`src/rtl/vid_write_arbiter.sv`:
```
// Video memory port arbiter: scanout reads own the single memory port, CPU
// video writes are queued in a FIFO and drained into cycles scanout leaves
// free. A starvation counter forces a write slot so queued writes always
// make forward progress even under continuous scanout.
module vid_write_arbiter #(
  parameter int unsigned DEPTH        = 8,
  parameter int unsigned AW           = 3,
  parameter int unsigned STARVE_LIMIT = 15
) (
  input  logic          clk,
  input  logic          resetn,
  input  logic          vid_wen,
  input  logic [1:0]    w_param,
  input  logic [10:0]   w_index,
  input  logic [15:0]   w_val,
  input  logic          rd_req,
  input  logic [12:0]   rd_addr,
  output logic          rd_grant,
  output logic          mem_we,
  output logic [12:0]   mem_addr,
  output logic [15:0]   mem_wdata,
  output logic [AW:0]   level,
  output logic          full,
  output logic          overflow
);

  // Entry layout: {address[12:0], data[15:0]}
  localparam int unsigned EW = 29;
  localparam logic [AW:0] DEPTH_LVL  = (AW+1)'(DEPTH);
  localparam logic [7:0]  STARVE_LIM = 8'(STARVE_LIMIT);

  logic [EW-1:0] fifo_mem [DEPTH];
  logic [AW-1:0] wr_ptr_q, rd_ptr_q;
  logic [AW:0]   level_q, level_d;
  logic [7:0]    starve_q, starve_d;
  logic          overflow_q;
  logic          rd_grant_q, mem_we_q;
  logic [12:0]   mem_addr_q;
  logic [15:0]   mem_wdata_q;

  logic          nonempty;
  logic          is_full;
  logic          forced;
  logic          do_read;
  logic          pop;
  logic          push;
  logic          drop;
  logic [EW-1:0] head;

  // Port decision for this cycle, taken purely from current state and rd_req
  always_comb begin
    nonempty = (level_q != '0);
    is_full  = (level_q == DEPTH_LVL);
    forced   = nonempty && (starve_q >= STARVE_LIM);
    do_read  = !forced && rd_req;
    pop      = forced || (!rd_req && nonempty);
    // A full FIFO still accepts a push when the head leaves on the same edge
    push     = vid_wen && (!is_full || pop);
    drop     = vid_wen && !push;
    head     = fifo_mem[rd_ptr_q];
  end

  // Occupancy and starvation counter next-state
  always_comb begin
    level_d = level_q;
    if (push && !pop) begin
      level_d = level_q + 1'b1;
    end else if (!push && pop) begin
      level_d = level_q - 1'b1;
    end

    starve_d = starve_q;
    if (!nonempty || pop) begin
      starve_d = '0;
    end else if (do_read && (starve_q != 8'hFF)) begin
      starve_d = starve_q + 8'd1;
    end
  end

  // FIFO storage; contents need no reset since pointers and level gate them
  always_ff @(posedge clk) begin
    if (push) begin
      fifo_mem[wr_ptr_q] <= {w_param, w_index, w_val};
    end
  end

  // FIFO pointers, occupancy, starvation counter and sticky overflow
  always_ff @(posedge clk) begin
    if (!resetn) begin
      wr_ptr_q   <= '0;
      rd_ptr_q   <= '0;
      level_q    <= '0;
      starve_q   <= '0;
      overflow_q <= 1'b0;
    end else begin
      if (push) wr_ptr_q <= wr_ptr_q + 1'b1;
      if (pop)  rd_ptr_q <= rd_ptr_q + 1'b1;
      level_q  <= level_d;
      starve_q <= starve_d;
      if (drop) overflow_q <= 1'b1;
    end
  end

  // Registered memory port; address/data hold their last value when idle
  always_ff @(posedge clk) begin
    if (!resetn) begin
      rd_grant_q  <= 1'b0;
      mem_we_q    <= 1'b0;
      mem_addr_q  <= '0;
      mem_wdata_q <= '0;
    end else if (pop) begin
      rd_grant_q  <= 1'b0;
      mem_we_q    <= 1'b1;
      mem_addr_q  <= head[28:16];
      mem_wdata_q <= head[15:0];
    end else if (do_read) begin
      rd_grant_q  <= 1'b1;
      mem_we_q    <= 1'b0;
      mem_addr_q  <= rd_addr;
      mem_wdata_q <= '0;
    end else begin
      rd_grant_q  <= 1'b0;
      mem_we_q    <= 1'b0;
    end
  end

  // Output mapping
  always_comb begin
    rd_grant  = rd_grant_q;
    mem_we    = mem_we_q;
    mem_addr  = mem_addr_q;
    mem_wdata = mem_wdata_q;
    level     = level_q;
    full      = is_full;
    overflow  = overflow_q;
  end

endmodule

```
`config.mk`:
```
export PLATFORM = sky130hd
export DESIGN_NAME = vid_write_arbiter
export DESIGN_NICKNAME = d
export VERILOG_FILES = /design/src/rtl/vid_write_arbiter.sv
export SDC_FILE = /design/constraint.sdc
export NUM_CORES = 1
export LEC_CHECK = 0
export CAP_MARGIN = 20
export CORE_MARGIN = 8
export CORE_UTILIZATION = 60
export CTS_BUF_LIST = sky130_fd_sc_hd__clkbuf_16
export DETAILED_ROUTE_END_ITERATION = 8
export PLACE_DENSITY = 0.86
export REMOVE_ABC_BUFFERS = 1
export SKIP_CTS_REPAIR_TIMING = 1
export SLEW_MARGIN = 15
export SYNTH_ARGS = -nofsm -noshare
export SYNTH_HDL_FRONTEND = slang
export SYNTH_SLANG_ARGS = --single-unit
export TNS_END_PERCENT = 10
```
`constraint.sdc`:
```
create_clock -name clk -period 5.99 [get_ports clk]
set_clock_uncertainty 0.1 [all_clocks]
set_input_delay 0.8985 -clock clk [delete_from_list [all_inputs] [get_ports clk]]
set_output_delay 0.8985 -clock clk [all_outputs]
set_load 0.005 [all_outputs]
```
==> results of run 1 <==
worst max-delay path, cell delays in order:
cell             delay (ns)
clkdlybuf4s50_1        0.60
a41oi_2                0.46
nand2b_1               0.32
nor3_2                 0.84
buf_4                  0.48
through the flow:
stage          util [%]  cell area [um^2]
3_3_place_gp      66.94             12030
5_1_grt           71.75             12890
2_1_floorplan         -             10830
6_report          71.75             12890
3_5_place_dp      66.94             12030
4_1_cts           71.44             12830
kinds of logic (layout without fill, tap and decap cells):
| logic type | after synthesis | count (layout) | synth area share [%] |
|---|---|---|---|
| flip-flops | 285 | 285 | 72.90 |
| multiplexers | 92 | 92 | 16.23 |
| AO/OA/AOI/OAI | 61 | 61 | 4.545 |
| AND/OR/NAND/NOR | 53 | 53 | 2.716 |
| buffers and inverters | 43 | 157 | 2.397 |
| adder cells (fa/ha/maj) | 7 | 7 | 0.8635 |
| XOR/XNOR | 4 | 4 | 0.3182 |
| other | 1 | 4 | 0.03405 |
state kept, by name, indices dropped and copies added (netlist names), 3 cells and up, named ones only:
| signal | flops |
|---|---|
| mem_addr | 13 |
| rd_ptr_q | 3 |
| level | 4 |
| mem_wdata | 16 |
| starve_q | 8 |
| fifo_mem | 232 |
| wr_ptr_q | 3 |
routing by layer:
metal  track usage, %  up-vias  part of all wire (%)
met1            24.91     2809                    40
met3            4.128       48                   7.6
met4            7.274        0                   3.0
met2            32.09      225                    50
li1                 -     2442                     -
met5                0        -                     0
how the worst min path moves through the flow:
stage | startpoint | endpoint | slack [ns]
after floorplan | starve_q[0] | starve_q[0] | 0.33
after global placement | overflow | overflow | 0.35
after detailed placement | starve_q[0] | starve_q[0] | 0.36
after CTS | starve_q[0] | starve_q[0] | 0.38
after global routing | starve_q[0] | starve_q[0] | 0.38
final | mem_wdata[9] | mem_wdata[9] | 0.38
where the power goes:
part	total, W	internal (W)	switching [W]
Clock	0.00156	0.000861	0.000696
Combinational	0.00110	0.000655	0.000440
Sequential	0.00253	0.00230	0.000230
Total	0.00519	0.00382	0.00137
final cells by class:
cell class	count	share of cell area [%]
clock buffers	27	5.242
flip-flops and latches	285	62.33
multi-input cells	221	21.62
clock inverters	23	1.029
repair buffers	89	7.028
well taps	229	2.223
inverters	18	0.5242
Yosys cell counts, types with 2 or more instances:
cell type / count
nor2_1: 16
nor3_1: 4
nor4_4: 2
mux4_1: 32
a221oi_1: 8
edfxtp_1: 232
o21a_1: 2
mux4_2: 26
o21ai_0: 16
xnor2_1: 3
mux2_2: 16
buf_12: 2
nand2b_1: 7
buf_8: 2
mux2i_1: 18
inv_1: 17
nand2_1: 13
buf_6: 4
clkbuf_1: 8
buf_4: 3
ha_1: 6
nand4_1: 2
a22o_1: 16
nand3_1: 5
dfxtp_1: 53
buf_2: 4
a21oi_1: 6
a221oi_2: 5
==> results.tsv, run 1 <==
metric	value	unit
status	finished clean	
die_area	22940	um^2
worst_ep_required_time	6.08	ns
final_layout_size_suffix_gt1_share	16.74	%
crit_fanout	20	
numCtsBuffers	27	
worst_hold_path.num_cells	1	
wire_length_of_the_first_global_routing_pass	33.30	mm
crit_arrival	3.60	ns
netlist_top_cells_area	edfxtp_1 63%, dfxtp_1 9.6%, mux4_1 7.6%, mux4_2 5.3%, mux2i_1 1.6%	
power_leakage	4.267	nW
worst_reg2reg_path_startpoint	starve_q[0]	
most-common-layout-cells	232 x edfxtp_1, 82 x clkdlybuf4s50_1, 50 x dfxtp_1	
cp-endpoint	fifo_mem[0][26]	
ys_warns	0	
setup.worst_path.class	primary input to register	
largest_net_degree_at_the_start_of_global_routing	59	
worst-r2r-setup-slack	2.57	ns
cap_violations	0	
whs	0.3798	ns
synth_flop_cell	edfxtp_1	
fill_cell_instance_count_of_the_final_layout	1034	
root_buffer	clkbuf_16	
clock_tree_buf_depth	3	
relSlewSlack	31.30	%
cts_tree	built	
route.detailed.vias_per_inst	6.193	
initial_utilization	61.30	%
cts.sink_count	285	
worst_max_slew_pin_slew	1.031	ns
yosys.area.top_type_share	63.27	%
timing.critical_path.to_type	register	
globalplace.congestion	0.8483	
die_w	151.5	um
postRouteAntennaNets	0	
report.final.slew_viol_count	0	
startpoint_type	primary input	
worstSkewPairLatency	0.53	ns
ioPinCount	83	
drt-pass1-iter-count	5	
port_buffers	82	
synth-edff-count	232	
track_usage	19.38	%
synth-async-reset-ratio	0	%
max-vdd-ir-drop	299.4	uV
mean_instance_size_in_the_synthesized_netlist	20.17	um^2
synth.ff_latch_count	285	
timing.hold.worst.class	register to register	
layout.area.seq	8034	um^2
rsz0062_at_grt	false	
drc	0	
rr_worst_depth	6	
postLayoutSetupSlackWorst	2.473	ns
crit-reg2reg-capture	fifo_mem[0][26]	
finish.net_count	695	
place_hpwl	12.23	mm
initialDrtViolationCount	400	
first_global_vias	5806	
area_growth_syn_to_layout	17.04	%
power_per_cell_area	402.3	nW/um^2
avgRoutedWirePerCell	24.60	um
final_hold_viol_count	0	
ys_seq_area_share	72.90	%
final.setup.tns	0	ns
synthDominantAreaCellType	edfxtp_1	
crit_start	rd_req	
synth_area	11010	um^2
timing.final.crit_share	58.71	%
most_frequent_standard_cell_in_the_layout_excluding_fill_and_tap_cells	edfxtp_1	
post-route-min-period	3.517	ns
clkSlewWorstSetupHoldPaths	0.06	ns
htreeDepth	1	
multi_input_comb_area	2786	um^2
finalWirelength	21.94	mm
fin_cells	892	
finalPower	0.005185	W
place_ws	1.978	ns
grt_antenna_before_repair	0	
gr-total-overflow	0	
num_rows	49	
ys_types	46	
timing.fmax	0.2844	GHz
route.vias.total	5524	
setup_viol	0	
chipHeight	151.5	um
dp.cells	839	
syn_inst	546	
number_of_diodes	0	
placeableCoreArea	17960	um^2
(Power assumes the default switching activity.)
==> inputs of run 2 (changes only) <==
--- a/config.mk
+++ b/config.mk
@@ -7,10 +7,10 @@
 export LEC_CHECK = 0
 export CAP_MARGIN = 20
 export CORE_MARGIN = 8
-export CORE_UTILIZATION = 60
+export CORE_UTILIZATION = 52
 export CTS_BUF_LIST = sky130_fd_sc_hd__clkbuf_16
 export DETAILED_ROUTE_END_ITERATION = 8
-export PLACE_DENSITY = 0.86
+export PLACE_DENSITY = 0.79
 export REMOVE_ABC_BUFFERS = 1
 export SKIP_CTS_REPAIR_TIMING = 1
 export SLEW_MARGIN = 15
==> constraint.sdc (replaced) <==
create_clock -name clk -period 3 [get_ports clk]
set_clock_uncertainty 0.1 [all_clocks]
set_input_delay 0.45 -clock clk [delete_from_list [all_inputs] [get_ports clk]]
set_output_delay 0.45 -clock clk [all_outputs]
set_load 0.005 [all_outputs]
==> run 2 against run 1 <==
Sequential power is 95% higher. Flip-flop and latch count stayed put. Cell area is 2.7% higher. Largest cell class unchanged. Core utilization is 8.4 points lower. Count of clock-buffer cells in the layout is 2 higher.
==> results.tsv, run 2 (synthesis results as in run 1) <==
metric	value	unit	change
final_hold_viol_count	0		unchanged
largest_reg_flops	232		unchanged
initial_utilization	52.72	%	-8.6 points
setup.worst_path.class	register to register		
htreeDepth	1		unchanged
fill_cell_instance_count_of_the_final_layout	1395		+35%
final.setup.tns	0	ns	unchanged
globalplace.congestion	0.7689		-9.4%
rsz0062_at_grt	false		
route.detailed.vias_per_inst	5.806		-6.2%
avgRoutedWirePerCell	22.88	um	-7.0%
root_buffer	clkbuf_16		
clkSlewWorstSetupHoldPaths	0.06	ns	about the same
placeableCoreArea	20890	um^2	+16%
power_leakage	4.437	nW	+4.0%
final_layout_size_suffix_gt1_share	19.30	%	+2.6 points
most-common-layout-cells	232 x edfxtp_1, 82 x clkdlybuf4s50_1, 50 x dfxtp_1		
first_global_vias	5927		+2.1%
number_of_diodes	0		unchanged
port_buffers	82		unchanged
timing.critical_path.to_type	register		
die_area	26090	um^2	+14%
num_rows	53		+8.2%
drc	0		unchanged
max_flop_register	fifo_mem		
track_usage	16.80	%	-2.6 points
cts.sink_count	285		unchanged
initialDrtViolationCount	398		-0.50%
drt-pass1-iter-count	5		unchanged
chipHeight	161.5	um	+6.6%
wire_length_of_the_first_global_routing_pass	33.88	mm	+1.7%
clock_tree_buf_depth	3		unchanged
timing.hold.worst.class	register to register		
relSlewSlack	36.94	%	+5.6 points
largest_net_degree_at_the_start_of_global_routing	59		unchanged
power_per_cell_area	818.7	nW/um^2	+100%
finish.net_count	715		+2.9%
finalWirelength	21.94	mm	about the same
timing.final.crit_share	89.03	%	
max-vdd-ir-drop	585.2	uV	+95%
cap_violations	0		unchanged
setup_viol	0		unchanged
worst_ep_required_time	3.36	ns	-2.72 ns
area_growth_syn_to_layout	20.24	%	
postRouteAntennaNets	0		unchanged
ioPinCount	83		unchanged
die_w	161.5	um	+6.6%
timing.fmax	0.3744	GHz	
numCtsBuffers	28		+3.7%
worstSkewPairLatency	0.54	ns	about the same
finalPower	0.01084	W	+110%
cts_tree	built		
place_hpwl	13.46	mm	+10%
status	finished clean		
crit_arrival	3.03	ns	-0.57 ns
crit_fanout	7		-65%
gr-total-overflow	0		unchanged
worst_max_slew_pin_slew	0.9459	ns	-0.08466 ns
most_frequent_standard_cell_in_the_layout_excluding_fill_and_tap_cells	edfxtp_1		
post-route-min-period	2.671	ns	
report.final.slew_viol_count	0		unchanged
grt_antenna_before_repair	1		+1
startpoint_type	register		
route.vias.total	5568		+0.80%
run 2: stage by stage:
| stage | instance area, um^2 | setup slack (ns) | cells | util, % | hold WS [ns] |
|---|---|---|---|---|---|
| 6_report | 13240 | 0.3291 | 959 | 63.38 | 0.3655 |
| 5_1_grt | 13240 | 0.09128 | 959 | 63.38 | 0.3770 |
| 4_1_cts | 13240 | 0.3553 | 959 | 63.38 | 0.3703 |
| 3_5_place_dp | 12310 | 0.1765 | 907 | 58.93 | 0.3596 |
| 3_3_place_gp | 12310 | 0.2888 | 907 | 58.93 | 0.3457 |
| 2_1_floorplan | 10830 | -0.8114 | 524 | - | 0.3288 |
run 2: worst max-delay path, stage by stage (launching register included):
cell and delay (ns):
dfxtp_1 0.36, ha_1 0.18, nand3_1 0.27, a31oi_4 0.26, inv_1 0.06, ha_1 0.21, inv_1 0.14, ha_1 0.29
a21oi_1 0.22, a211oi_1 0.12, a31oi_1 0.18, mux2i_1 0.19
run 2: cell type report:
type,instances,area (um^2),area share (%)
clock buffer,29,725.7,5.481
clock inverter,23,203.9,1.540
inverter,18,67.56,0.5103
multi-input combinational,221,2786,21.05
sequential,285,8034,60.68
tap,275,344.1,2.599
timing repair buffer,108,1079,8.146
run 2: path summary, 6_finish.rpt:
path                                   from       end  slack [ns]  depth (start not counted)
worst max-delay path            starve_q[0]  level[3]        0.33                         11
worst min-delay path               overflow  overflow        0.37                          1
worst max register to register  starve_q[0]  level[3]        0.33                         11
worst min register to register     overflow  overflow        0.37                          1
run 2: power breakdown:
| part | total (W) | switching (W) | internal, W |
|---|---|---|---|
| registers | 0.00493 | 0.000330 | 0.00460 |
| clock network | 0.00348 | 0.00140 | 0.00208 |
| logic | 0.00243 | 0.00104 | 0.00139 |
| total | 0.0108 | 0.00277 | 0.00807 |
run 2: routing by layer:
metal / GRT usage, % / share of wire [%] / up-vias
met5: 0 / 0.059 / -
met4: 4.714 / 2.3 / 2
met3: 3.512 / 6.4 / 48
met2: 28.30 / 49 / 205
met1: 21.77 / 42 / 2837
li1: - / - / 2476
==> inputs of run 3 (changes only) <==
--- a/config.mk
+++ b/config.mk
@@ -12,6 +12,7 @@
 export DETAILED_ROUTE_END_ITERATION = 8
 export PLACE_DENSITY = 0.79
 export REMOVE_ABC_BUFFERS = 1
+export SETUP_SLACK_MARGIN = 0.05
 export SKIP_CTS_REPAIR_TIMING = 1
 export SLEW_MARGIN = 15
 export SYNTH_ARGS = -nofsm -noshare
==> results of run 3 <==
Final layout, timing and power as in run 2 (identical DEF).
